==> src/rtl/cmdreg_pkg.sv <==
// Shared constants, state encoding and slice helper for the command register arbiter.
package cmdreg_pkg;

    localparam int unsigned NREQ_DEF  = 2;
    localparam int unsigned WIDTH_DEF = 8;
    localparam int unsigned CNT_W_DEF = 16;

    typedef enum logic {
        ST_EMPTY = 1'b0,
        ST_FULL  = 1'b1
    } state_e;

    // Low bit of producer idx's slice within the packed wr_data bus.
    function automatic int unsigned slice_lo(input int unsigned idx, input int unsigned width);
        return idx * width;
    endfunction

endpackage

==> src/rtl/rr_priority.sv <==
// Combinational round-robin picker: first eligible index at or above ptr, wrapping.
module rr_priority #(
    parameter int unsigned NREQ  = 2,
    parameter int unsigned IDX_W = (NREQ > 1) ? $clog2(NREQ) : 1
) (
    input  logic [NREQ-1:0]  eligible,
    input  logic [IDX_W-1:0] ptr,
    output logic [NREQ-1:0]  win_onehot,
    output logic [IDX_W-1:0] win_idx,
    output logic             any
);

    always_comb begin
        win_onehot = '0;
        win_idx    = '0;
        any        = 1'b0;
        // k is the search distance from ptr; the inner loop keeps every bit select constant.
        for (int unsigned k = 0; k < NREQ; k++) begin
            for (int unsigned i = 0; i < NREQ; i++) begin
                if (!any && eligible[i] && (i == (32'(ptr) + k) % NREQ)) begin
                    any           = 1'b1;
                    win_onehot[i] = 1'b1;
                    win_idx       = IDX_W'(i);
                end
            end
        end
    end

endmodule

==> src/rtl/cmdreg_arbiter.sv <==
// Shared command register with round-robin write arbitration and avail/ack read handshake.
module cmdreg_arbiter
    import cmdreg_pkg::*;
#(
    parameter int unsigned NREQ  = NREQ_DEF,
    parameter int unsigned WIDTH = WIDTH_DEF,
    parameter int unsigned CNT_W = CNT_W_DEF
) (
    input  logic                    clk,
    input  logic                    nrst,
    input  logic [NREQ-1:0]         wr,
    input  logic [NREQ*WIDTH-1:0]   wr_data,
    output logic [NREQ-1:0]         grant,
    output logic                    data_avail,
    output logic [WIDTH-1:0]        cmd_data,
    input  logic                    cmd_ack,
    output logic [CNT_W-1:0]        cmd_count
);

    localparam int unsigned IDX_W = (NREQ > 1) ? $clog2(NREQ) : 1;

    state_e           state_q, state_d;
    logic [WIDTH-1:0] data_q, data_d;
    logic [NREQ-1:0]  grant_q, grant_d;
    logic [NREQ-1:0]  armed_q, armed_d;
    logic [IDX_W-1:0] ptr_q, ptr_d;
    logic [CNT_W-1:0] cnt_q, cnt_d;

    logic [NREQ-1:0]  eligible;
    logic [NREQ-1:0]  win_onehot;
    logic [IDX_W-1:0] win_idx;
    logic             win_any;

    assign eligible = wr & armed_q;

    rr_priority #(
        .NREQ  (NREQ),
        .IDX_W (IDX_W)
    ) u_rr (
        .eligible   (eligible),
        .ptr        (ptr_q),
        .win_onehot (win_onehot),
        .win_idx    (win_idx),
        .any        (win_any)
    );

    always_comb begin
        state_d = state_q;
        data_d  = data_q;
        grant_d = '0;
        ptr_d   = ptr_q;
        cnt_d   = cnt_q;
        // A dropped strobe re-arms its producer regardless of register state.
        armed_d = armed_q | ~wr;
        unique case (state_q)
            ST_EMPTY: begin
                if (win_any) begin
                    state_d = ST_FULL;
                    grant_d = win_onehot;
                    armed_d = (armed_q | ~wr) & ~win_onehot;
                    ptr_d   = (win_idx == IDX_W'(NREQ - 1)) ? '0 : win_idx + IDX_W'(1);
                    cnt_d   = cnt_q + CNT_W'(1);
                    for (int unsigned i = 0; i < NREQ; i++) begin
                        if (win_onehot[i]) begin
                            data_d = wr_data[slice_lo(i, WIDTH) +: WIDTH];
                        end
                    end
                end
            end
            ST_FULL: begin
                if (cmd_ack) begin
                    state_d = ST_EMPTY;
                end
            end
            default: state_d = ST_EMPTY;
        endcase
    end

    always_ff @(posedge clk or negedge nrst) begin
        if (!nrst) begin
            state_q <= ST_EMPTY;
            data_q  <= '0;
            grant_q <= '0;
            armed_q <= '1;
            ptr_q   <= '0;
            cnt_q   <= '0;
        end else begin
            state_q <= state_d;
            data_q  <= data_d;
            grant_q <= grant_d;
            armed_q <= armed_d;
            ptr_q   <= ptr_d;
            cnt_q   <= cnt_d;
        end
    end

    assign grant      = grant_q;
    assign data_avail = (state_q == ST_FULL);
    assign cmd_data   = data_q;
    assign cmd_count  = cnt_q;

endmodule

==> config.mk <==
export PLATFORM = sky130hd
export DESIGN_NAME = cmdreg_arbiter
export DESIGN_NICKNAME = d
export VERILOG_FILES = /design/src/rtl/cmdreg_pkg.sv /design/src/rtl/rr_priority.sv /design/src/rtl/cmdreg_arbiter.sv
export SDC_FILE = /design/constraint.sdc
export NUM_CORES = 1
export LEC_CHECK = 0
export ABC_AREA = 1
export CORE_MARGIN = 3
export CORE_UTILIZATION = 40
export DETAILED_ROUTE_END_ITERATION = 8
export PLACE_DENSITY_LB_ADDON = 0.1
export SYNTH_ARGS = -nofsm -noshare
export SYNTH_HDL_FRONTEND = slang
export SYNTH_SLANG_ARGS = --single-unit
==> constraint.sdc <==
create_clock -name clk -period 3.1 [get_ports clk]
set_input_delay 0.31 -clock clk [delete_from_list [all_inputs] [get_ports clk]]
set_output_delay 0.31 -clock clk [all_outputs]
set_load 0.005 [all_outputs]
Word level (Yosys, flattened, before mapping)
Cells that the tools add are included.
{ "totals": {"out_inout_bits": 27, "input_bits": 21, "register_bits": 30, "elab_cells": 49} }
{ "op_classes": {"add_sub_neg": 3, "n_reduce_logical": 15, "n_bitwise": 6, "muxes": 19} }
{ "op_table": {"columns": ["operator", "count"], "rows": [
  ["zero test 32 bit", 2],
  ["adder 16 x 1 -> 16 bit (second input constant)", 1],
  ["2-to-1 mux 8 bit", 2],
  ["2-to-1 mux 1 bit", 12],
  ["2-to-1 mux 2 bit", 4],
  ["logical AND 1 bit", 7],
  ["bitwise AND 2 bit", 2],
  ["NOT 2 bit", 2],
  ["zero test 1 bit", 3],
  ["AND reduction 3 bit", 1],
  ["adder 1 bit (second input constant)", 2],
  ["bitwise OR 2 bit", 1],
  ["case mux 1 bit (2 select lines)", 1],
  ["AND reduction 2 bit", 1],
  ["nonzero test 2 bit", 1],
  ["NOT 1 bit", 1]
]} }

Logic depth before layout (Yosys ltp)
Gate-level depths: netlist of the first run.
{ "logic_depth": {"depth_word": 19, "ltp_mapped": 8, "depth_no_buf": 8} }

Hierarchy
From an unflattened synthesis of the first run, not the netlist that was laid out.
{ "hier_totals": {"hier_cells": 169, "hier_area_um2": 1443.9} }
{ "by_module_without_submodules": {"columns": ["mod", "seq_area_each_um2", "cells_per_inst", "area_per_inst_um2", "instances"], "rows": [
  ["cmdreg_arbiter", 753.2, 162, 1413.9, 1],
  ["rr_priority", 0.0, 7, 30.0, 1]
]} }

Least setup slack after synthesis of the first run
Ideal clock, no wire load.
{ "synth_timing": {"kind": "reg-to-reg", "start": "register armed_q[0]", "end": "register cnt_q[14], in the netlist cmd_count[14]", "path_stages_with_launch": 9, "synth_period_minus_slack_ps": 1243, "required_ps": 2983, "setup_time_ps": 117, "path_slack_ps": 1857, "t_arrival_ps": 1126, "n_path_buf": 1, "cell_sequence": "dfstp_2 -> nand2_1 -> nand2_1 -> nand2_2 -> buf_6 -> nor3_2 -> nand2_1 -> nand2_1 -> nand2_1"} }
{ "synth_via": {"elab_chain_len": 16} }
{ "synth_lines": {"columns": ["item", "line_no", "source"], "rows": [
  ["start, declared", "cmdreg_arbiter.sv:25", "logic [NREQ-1:0] armed_q, armed_d;"],
  ["start signal, assigned", "cmdreg_arbiter.sv:91", "armed_q <= armed_d;"],
  ["bitwise AND 2 bit (*)", "cmdreg_arbiter.sv:34", "assign eligible = wr & armed_q;"],
  ["logical AND 1 bit", "rr_priority.sv:20", "if (!any && eligible[i] && (i == (32'(ptr) + k) % NREQ)) begin"],
  ["2-to-1 mux 1 bit", "rr_priority.sv:20", null],
  ["zero test 1 bit", "rr_priority.sv:20", null],
  ["logical AND 1 bit (2 in series)", "rr_priority.sv:20", null],
  ["2-to-1 mux 1 bit", "rr_priority.sv:20", null],
  ["zero test 1 bit", "rr_priority.sv:20", null],
  ["logical AND 1 bit (2 in series)", "rr_priority.sv:20", null],
  ["2-to-1 mux 1 bit (*)", "rr_priority.sv:20", null],
  ["zero test 1 bit", "rr_priority.sv:20", null],
  ["logical AND 1 bit (2 in series)", "rr_priority.sv:20", null],
  ["2-to-1 mux 1 bit (*)", "rr_priority.sv:20", null],
  ["AND reduction 2 bit (no line) (*)", null, null],
  ["end signal, assigned", "cmdreg_arbiter.sv:93", "cnt_q <= cnt_d;"],
  ["end, declared", "cmdreg_arbiter.sv:27", "logic [CNT_W-1:0] cnt_q, cnt_d;"]
]} }
Mark *: on every way between the ends. The rest lies on a longest branch, timed or not.
A chain may end at the register's enable or synchronous reset.

Worst setup path after layout of the first run
{ "layout_timing": {"start": "input port wr[0]", "end": "register data_q[6], in the netlist cmd_data[6]"} }
{ "layout_via": {"elab_chain_len": 17, "elab_cells_between_ends": 21, "classes_between": "8 x mux; 1 x bitwise; 12 x reduce/logical"} }
{ "layout_lines": {"columns": ["item", "line_no", "source"], "rows": [
  ["start, declared", "cmdreg_arbiter.sv:11", "input logic [NREQ-1:0] wr,"],
  ["bitwise AND 2 bit (*)", "cmdreg_arbiter.sv:34", null],
  ["logical AND 1 bit", "rr_priority.sv:20", null],
  ["2-to-1 mux 1 bit", "rr_priority.sv:20", null],
  ["zero test 1 bit", "rr_priority.sv:20", null],
  ["logical AND 1 bit (2 in series)", "rr_priority.sv:20", null],
  ["2-to-1 mux 1 bit", "rr_priority.sv:20", null],
  ["zero test 1 bit", "rr_priority.sv:20", null],
  ["logical AND 1 bit (2 in series)", "rr_priority.sv:20", null],
  ["2-to-1 mux 1 bit", "rr_priority.sv:20", null],
  ["zero test 1 bit", "rr_priority.sv:20", null],
  ["logical AND 1 bit (2 in series)", "rr_priority.sv:20", null],
  ["2-to-1 mux 1 bit", "rr_priority.sv:20", null],
  ["nonzero test 2 bit (no line)", null, null],
  ["AND reduction 3 bit (no line)", null, null],
  ["end signal, assigned", "cmdreg_arbiter.sv:89", "data_q <= data_d;"],
  ["end, declared", "cmdreg_arbiter.sv:23", "logic [WIDTH-1:0] data_q, data_d;"]
]} }
Marks and branches as above.

==> impl_metrics.csv, run 1 <==
group,metric,value,unit
sta,relSlewSlack,53.8,%
route,viasPerCell,4.69,
route,wire_per_inst,12.3,um
route,vias,1281,
cells_and_area,area_growth,39.3,%
worst_setup_path,crit_type,"input port to register",
floorplanning,row_count,21,
sta,setup_viol,0,
clock_tree,numCtsBuffers,5,
worst_setup_path,slowest_stage,"o21bai_1",
worst_setup_path,path_cells,"clkdlybuf4s50_1 > nand2_1 > o21bai_1 > inv_1 > nor2_1 > o21ai_0",
route,routed.top_layer,"met4",
floorplanning,ios,48,
worst_setup_path,crit_path_max_incr_delay,560,ps
sta,hold_viol_final,0,
clock_tree,insertion_delay,270,ps
power_and_ir_drop,power_density,730,nW/um^2
synth,ys_types,23,
route,post-route-drc-count,0,
worst_setup_path,start_kind,"input port",
clock_tree,postCtsHoldBufs,0,
clock_tree,clk_pin_slew,60,ps
power_and_ir_drop,total_power,1.52,mW
synth,mappedNetlistArea,1500,um^2
power_and_ir_drop,vdd_drop_max,0.373,mV
floorplanning,initial_core_util,43.1,%
clock_tree,max-clock-path-buffers,2,
route,drt_iter0_markers,56,
placement,io_buffers,47,
global_route,grt_pass1_wl,5530,um
synth,syn_nets,197,
global_route,globalRoute.totalOverflow,0,
route,wirelength,3350,um
cells_and_area,fin_nets,248,
placement,postPlaceCellArea,1990,um^2
placement,place_congestion,0.790,
floorplanning,die_height,67.2,um
clock_tree,ctsHtreeMaxLevel,2,
synth,syn_inst,175,
sta,slew_viol_final,0,
worst_setup_path,critPathArrivalTime,1990,ps
clock_tree,cts_sinks,30,
route,wl_met3,185,um
sta,min_period,1840,ps
cells_and_area,drive_gt1_share,9.69,%
min_path,hp-class,"input port to async pin",
cells_and_area,num_antenna_cells,0,
sta,finalClockSkew,3.71,ps
floorplanning,dieArea,4510,um^2
job,drv_cap,0,
synth,ys_seq_elements,30,
floorplanning,core,3470,um^2
sta,timing.fmax,544,MHz
global_route,grt_usage,16.5,%
synth,ys_seq_area_share,50.3,%
worst_setup_path,crit_fanout,11,
route,dr_wl_met2,1530,um
clock_tree,cts_resized,0,
status,status,"finished, final reports clean",
route,ant_nets,0,
global_route,grt_pass1_vias,1257,
worst_setup_path,crit_required,3250,ps
sta,rsz0062_at_grt,"no",
sta,holdWs,427,ps
clock_tree,cts.root.buffer_cell,"clkbuf_8",
clock_tree,cts_setup_buffers,0,
placement,hpwlAfterDp,2450,um
route,drt-pass1-iter-count,4,
clock_tree,cts_tree,"built",
cells_and_area,final_area,2080,um^2
global_route,antenna_found_initial,0,
synth,syn_avg_cell_area,8.55,um^2
sta,tns,0,ps
synth,ys.warnings.count,0,
global_route,grt_max_degree,31,
route,wl_met1,1570,um
floorplanning,die_x,67.2,um
sta,worst_slew_pin_slew,691,ps
worst_setup_path,critPathCaptureType,"register",
sta,finalCritPeriodShare,59.3,%
power_and_ir_drop,p_leak,0.926,nW
path summary, 6_finish.rpt:
check,from,end,slack [ps],depth (start not counted)
min,nrst,cmd_count[2]$_DFFE_PN0P_,430,2
max reg2reg,armed_q[0]$_DFF_PN1_,cmd_data[6]$_DFFE_PN0P_,1260,5
min reg2reg,armed_q[0]$_DFF_PN1_,armed_q[0]$_DFF_PN1_,470,2
min in group clk,armed_q[0]$_DFF_PN1_,armed_q[0]$_DFF_PN1_,470,2
max,wr[0],cmd_data[6]$_DFFE_PN0P_,1260,6
max in group asynchronous,nrst,armed_q[1]$_DFF_PN1_,2360,2
area by class of cell:
cell class | instances | area (um^2)
repair buffers | 48 | 478
inverters | 16 | 62.6
clock buffers | 7 | 86.3
clock inverters | 1 | 5.00
flip-flops and latches | 30 | 753
multi-input cells | 125 | 642
fillers | 312 | 1380
well taps | 46 | 57.6
critical path, delay by kind of cell:
family	cells	cell delay (ps)
buf+inv	2	770
compound gates	2	670
simple gates	2	230
cells in the final DEF (no fill, tap or decap), drive strengths merged:
cell type,count
nand2,52
clkdlybuf4s50,47
dfrtp,28
nor2,28
o21ai,18
inv,16
nand3,7
xor2,7
clkbuf,7
nand4,4
xnor2,3
dfstp,2
o21bai,1
o22ai,1
nor3,1
nand3b,1
a21oi,1
ha,1
clkinv,1
buf,1
where the power goes:
group          switching [mW]  total [mW]  internal [mW]  leakage [nW]
clock network           0.140       0.319          0.179        0.0482
registers               0.103       0.626          0.523         0.372
logic                   0.284       0.577          0.293         0.506
state kept, by name, indices dropped and copies added (netlist names):
register	count
ptr_q	1
cmd_data	8
cmd_count	16
data_avail	1
grant	2
armed_q	2
layer usage:
layer / track usage [%] / vias to the layer above
met5: 0 / -
met4: 7.85 / 0
met3: 5.16 / 6
met2: 25.4 / 36
met1: 21.0 / 583
li1: - / 656
cell usage after synthesis:
cell       n  area [um^2]
nand2_1   48          180
dfrtp_1   28          701
nor2_1    23         86.3
inv_1     15         56.3
o21ai_0   14         70.1
nand3_1    7         35.0
xor2_1     7         61.3
nor2_4     5         56.3
nand2_2    4         25.0
nand4_1    4         25.0
o21ai_1    4         20.0
buf_6      3         33.8
dfstp_2    2         52.6
xnor2_1    2         17.5
a21oi_1    1         5.00
buf_2      1         5.00
ha_1       1         12.5
inv_4      1         6.26
nand3b_1   1         7.51
nor3_2     1         10.0
o21bai_1   1         7.51
o22ai_1    1         6.26
xnor2_2    1         16.3
per-stage QoR:
step | util, % | worst slack (ps) | instances
5_1_grt | 60.1 | 1050 | 273
6_report | 60.1 | 1260 | 273
4_1_cts | 60.1 | 1270 | 273
3_3_place_gp | 57.5 | 1080 | 265
2_1_floorplan | - | 1860 | 175
3_5_place_dp | 57.5 | 992 | 265
cell families (layout without fill, tap and decap cells):
family          count (synthesis)  in the layout  share of synthesized area (%)
fa+ha+maj                       1              1                          0.836
flops                          30             30                           50.3
simple gates                   93             93                           28.4
buf+inv                        20             72                           6.77
xor+xnor                       10             10                           6.36
compound gates                 21             21                           7.27
No activity file was read; power rests on OpenSTA's default activity.
==> run 2: changes to the inputs <==
Clock period 3.1 ns to 1.8 ns, I/O delays scaled along.
==> impl_metrics.csv, run 2 (synthesis gave the netlist of run 1 again) <==
group,metric,value,unit
status,status,"finished, final reports clean",
cells_and_area,mostFrequentLayoutCell,"nand2_1",
clock_tree,cts.root.buffer_cell,"clkbuf_8",
sta,holdWs,284,ps
power_and_ir_drop,p_sw_share,34.9,%
global_route,met3_usage,6.99,%
clock_tree,cts_tree,"built",
sta,relSlewSlack,73.0,%
worst_setup_path,start_kind,"register",
placement,place_congestion,0.789,
clock_tree,postCtsHoldBufs,0,
floorplanning,row_count,21,
power_and_ir_drop,power_density,1270,nW/um^2
global_route,grt_pass1_wl,5840,um
placement,hpwlAfterDp,2480,um
route,wire_per_inst,12.5,um
sta,hold_viol_final,0,
clock_tree,ctsHtreeMaxLevel,2,
clock_tree,max-clock-path-buffers,2,
worst_setup_path,crit_type,"register to register",
global_route,globalRoute.totalOverflow,0,
power_and_ir_drop,combPwrFrac,38.1,%
global_route,grt_pass1_vias,1305,
global_route,top_usage_layer,"met2",
worst_setup_path,critPathArrivalTime,1710,ps
floorplanning,initial_core_util,43.1,%
global_route,use_met1,21.1,%
min_path,hp-class,"input port to async pin",
worst_setup_path,critPathCaptureType,"register",
power_and_ir_drop,p_leak,0.932,nW
worst_setup_path,cp-startpoint,"armed_q[0]$_DFF_PN1_",
floorplanning,die_height,67.2,um
power_and_ir_drop,vdd_drop_max,0.681,mV
route,viasPerCell,4.82,
cells_and_area,area_growth,40.1,%
cells_and_area,fin_nets,249,
floorplanning,ios,48,
power_and_ir_drop,seqPwrFrac,40.6,%
cells_and_area,largest_register_ffs,16,
floorplanning,die_x,67.2,um
global_route,grt_usage,17.7,%
route,vias,1321,
global_route,gr-usage-met2,26.9,%
clock_tree,cts_setup_buffers,0,
sta,finalCritPeriodShare,85.4,%
sta,finalClockSkew,4.98,ps
sta,worst_slew_pin_slew,405,ps
sta,slew_viol_final,0,
clock_tree,cts_sinks,30,
cells_and_area,multi_input_area,646,um^2
power_and_ir_drop,p_clk_share,21.3,%
clock_tree,cts_resized,1,
sta,min_period,1540,ps
cells_and_area,finish.utilization,60.4,%
route,drt_iter0_markers,46,
clock_tree,insertion_delay,290,ps
clock_tree,numCtsBuffers,5,
placement,io_buffers,47,
cells_and_area,final_cell_mix,"nand2_1 (48), clkdlybuf4s50_1 (47), dfrtp_1 (28)",
route,post-route-drc-count,0,
worst_setup_path,crit_fanout,11,
sta,setup_viol,0,
power_and_ir_drop,intPower,1.73,mW
worst_setup_path,r2r_cells,5,
worst_setup_path,reg2reg_from,"armed_q[0]$_DFF_PN1_",
job,drv_cap,0,
cells_and_area,drive_gt1_share,10.5,%
cells_and_area,final_area,2100,um^2
worst_setup_path,crit_required,1970,ps
sta,timing.fmax,650,MHz
route,wirelength,3420,um
clock_tree,clk_pin_slew,70,ps
route,ant_nets,0,
sta,tns,0,ps
route,drt-pass1-iter-count,4,
global_route,antenna_found_initial,0,
cells_and_area,num_antenna_cells,0,
cells_and_area,fill_cells,318,
global_route,grt_max_degree,31,
power_and_ir_drop,p_switching,0.928,mW
cells_and_area,regArea,753,um^2
floorplanning,core,3470,um^2
floorplanning,dieArea,4510,um^2
sta,rsz0062_at_grt,"no",
placement,postPlaceCellArea,2000,um^2
==> run 2: cell types whose count changed in the layout (fill, tap and decap cells not counted), sizes merged <==
cell,delta
buf,+1
==> run 2: per-layer routing <==
metal  routed length (um)  vias to the layer above  share of wire, %
li1                     -                      653                 -
met1                 1490                      612                43
met2                 1580                       47                46
met3                  257                        9               7.5
met4                   91                        0               2.7
met5                    0                        -                 0
==> run 2: cell type report <==
| class | count | area share, % |
|---|---|---|
| flip-flops and latches | 30 | 35.9 |
| multi-input cells | 125 | 30.8 |
| repair buffers | 49 | 23.2 |
| clock buffers | 7 | 4.12 |
| inverters | 16 | 2.99 |
| well taps | 46 | 2.75 |
| clock inverters | 1 | 0.239 |
==> run 2: path summary, 6_finish.rpt <==
| kind | slack, ps | to |
|---|---|---|
| min in group clk | 430 | armed_q[0]$_DFF_PN1_ |
| max reg2reg | 260 | cmd_data[0]$_DFFE_PN0P_ |
| max in group asynchronous | 1210 | armed_q[1]$_DFF_PN1_ |
| min | 280 | grant[1]$_DFF_PN0_ |
| max | 260 | cmd_data[0]$_DFFE_PN0P_ |
| min reg2reg | 470 | armed_q[0]$_DFF_PN1_ |
==> run 2: stage by stage <==
step                      power [mW]  setup slack (ps)  std cells
final                           2.66               262        274
after global routing            2.87               104        274
after CTS                       2.70               218        274
after detailed placement        2.11              -235        266
after global placement          2.07             -82.7        266
after floorplan                 1.61               557        175
==> run 2: worst max-delay path, stage by stage, from the launching register on <==
cell and delay (ps):
dfstp_2 530, nand2_1 80, o21bai_2 350, inv_1 230
nor2_1 120, o21ai_0 100
==> run 2: power groups by stage <==
stage	clock [mW]	sequential, mW	combinational [mW]
finish	0.567	1.08	1.01
global route	0.620	1.11	1.13
CTS	0.590	1.08	1.03
detailed placement	0	1.08	1.02
global placement	0	1.08	0.996
floorplan	0	1.07	0.533
==> run 3: changes to the inputs <==
Settings changed: SYNTH_HIERARCHICAL from default to 1.
==> impl_metrics.csv, run 3 <==
group,metric,value,unit
power_and_ir_drop,total_power,2.58,mW
status,status,"finished, final reports clean",
clock_tree,cts_sinks,30,
placement,dpl.cell_count,266,
power_and_ir_drop,p_leak,0.959,nW
floorplanning,ios,48,
sta,relSlewSlack,75.1,%
clock_tree,insertion_delay,330,ps
sta,setup_viol,0,
clock_tree,numCtsBuffers,5,
synth,synth_area_leader_cell,"dfrtp_1",
clock_tree,max-clock-path-buffers,2,
placement,place_congestion,0.841,
power_and_ir_drop,vdd_drop_max,0.700,mV
cells_and_area,num_antenna_cells,0,
synth,synthArstFlopShare,100,%
clock_tree,clk_pin_slew,90,ps
synth,yosysMostFrequentCell,"nand2_1",
sta,timing.fmax,632,MHz
sta,min_period,1580,ps
route,post-route-drc-count,0,
global_route,grt_usage,16.1,%
worst_setup_path,start_kind,"register",
cells_and_area,final_cell_mix,"nand2_1 (48), clkdlybuf4s50_1 (47), dfrtp_1 (28)",
route,ant_nets,0,
sta,finalCritPeriodShare,87.9,%
worst_setup_path,critical-path-top-delay-family,"simple AND/OR/NAND/NOR gates",
worst_setup_path,crit_type,"register to register",
cells_and_area,area_growth,42.3,%
global_route,grt_pass1_wl,5240,um
worst_setup_path,crit_fanout,7,
synth,ys_seq_elements,30,
worst_setup_path,critPathArrivalTime,1820,ps
cells_and_area,largest_register_ffs,16,
route,viasPerCell,4.62,
synth,mappedNetlistArea,1440,um^2
synth,syn_avg_cell_area,8.54,um^2
worst_setup_path,critPathMostFrequentCell,"nand2_1",
synth,syn_nets,191,
synth,synth-main-ff-cell,"dfrtp_1",
cells_and_area,stdcell_count,273,
synth,synthTopCellsByArea,"dfrtp_1 (49%), nand2_1 (12%), nor2_1 (6.5%)",
floorplanning,dieArea,4370,um^2
worst_setup_path,path_cells,"nand2_1 > inv_1 > or2_1 > nand2_2 > nor2_2 > nand2_2 > nor2_2 > nand2_1 > nand2_1 > nand2_1",
global_route,antenna_found_initial,0,
worst_setup_path,crit_path_max_incr_delay,540,ps
worst_setup_path,slowest_stage,"dfstp_2",
synth,synth_edf_count,0,
worst_setup_path,r2r-end,"cmd_count[14]$_DFFE_PN0P_",
route,drt_iter0_markers,31,
cells_and_area,fin_nets,249,
route,drt-pass1-iter-count,4,
worst_setup_path,reg2reg_from,"armed_q[1]$_DFF_PN1_",
placement,io_buffers,47,
sta,holdWs,231,ps
sta,finalClockSkew,9.38,ps
clock_tree,ctsHtreeMaxLevel,2,
synth,ys.warnings.count,6,
cells_and_area,drive_gt1_share,10.6,%
synth,synth_common_cells,"nand2_1 (48), dfrtp_1 (28), nor2_1 (25)",
synth,ys_types,23,
clock_tree,postCtsHoldBufs,0,
min_path,hp-class,"input port to async pin",
worst_setup_path,crit_required,2030,ps
worst_setup_path,critPathCaptureType,"register",
synth,synth_top_area_share,48.5,%
floorplanning,core,3420,um^2
clock_tree,cts_resized,0,
clock_tree,cts_tree,"built",
floorplanning,initial_core_util,42.3,%
route,wirelength,3020,um
worst_setup_path,path_depth,10,
clock_tree,cts_setup_buffers,0,
sta,hold_viol_final,0,
global_route,globalRoute.totalOverflow,0,
route,wire_per_inst,11.1,um
clock_tree,cts.root.buffer_cell,"clkbuf_4",
sta,tns,0,ps
sta,worst_slew_pin_slew,373,ps
cells_and_area,mostFrequentLayoutCell,"nand2_1",
power_and_ir_drop,power_density,1260,nW/um^2
job,drv_cap,0,
floorplanning,row_count,21,
worst_setup_path,rrSetupSlack,220,ps
global_route,grt_max_degree,31,
worst_setup_path,r2r_cells,10,
sta,rsz0062_at_grt,"no",
synth,syn_inst,169,
floorplanning,die_height,66.1,um
placement,hpwlAfterDp,2330,um
floorplanning,die_x,66.1,um
worst_setup_path,path_buf_inv,1,
synth,ys_seq_area_share,52.2,%
global_route,grt_pass1_vias,1272,
sta,slew_viol_final,0,
route,vias,1262,
## run 3: changes by cell type in the layout (fill, tap and decap cells not counted), sizes merged, moves of 2 or more
| cell | change |
|---|---|
| a21oi | +3 |
| a31oi | +8 |
| buf | +5 |
| inv | +3 |
| nand2 | -2 |
| nand4 | -2 |
| o21ai | -16 |
## run 3: metrics by stage
step / setup slack [ps] / cell area (um^2) / utilization, %
2_1_floorplan: 260 / 1440 / -
3_3_place_gp: 87.0 / 2010 / 58.8
3_5_place_dp: 52.2 / 2010 / 58.8
4_1_cts: 202 / 2050 / 60.1
5_1_grt: 58.8 / 2050 / 60.1
6_report: 218 / 2050 / 60.1
## run 3: cells by family (layout without fill, tap and decap cells)
logic type,after synthesis,after routing,synth area share (%)
xor gates and xnor gates,10,10,6.07
adders and majority gates,1,1,0.866
AOI/OAI and AO/OA,14,14,7.19
buffers and inverters,22,80,7.19
DFF,30,30,52.2
and+or+nand+nor,92,92,26.5
## run 3: routing by layer
layer	GRT usage (%)	wire (um)
met2	27.5	1510
met3	4.59	175
met1	17.7	1260
met4	9.14	74
met5	0	0
## run 3: where the power goes
part	leakage (nW)	internal [mW]	switching (mW)
clock network	0.0254	0.147	0.222
logic	0.564	0.639	0.510
registers	0.370	0.903	0.158
## run 3: final cells by class
cell class,instances,area [um^2]
clock buffer,7,45.0
timing repair buffer,54,536
fill,306,1360
inverter,19,76.3
tap,46,57.6
multi-input combinational,117,587
sequential,30,753
## run 3: worst max path at each step
stage | start | to
6_report | armed_q[1]$_DFF_PN1_ | cmd_count[14]$_DFFE_PN0P_
5_1_grt | armed_q[1]$_DFF_PN1_ | cmd_count[14]$_DFFE_PN0P_
4_1_cts | armed_q[1]$_DFF_PN1_ | cmd_count[14]$_DFFE_PN0P_
3_5_place_dp | wr[1] | cmd_count[14]$_DFFE_PN0P_
3_3_place_gp | wr[1] | cmd_count[14]$_DFFE_PN0P_
2_1_floorplan | armed_q[1]$_DFF_PN1_ | cmd_data[0]$_DFFE_PN0P_
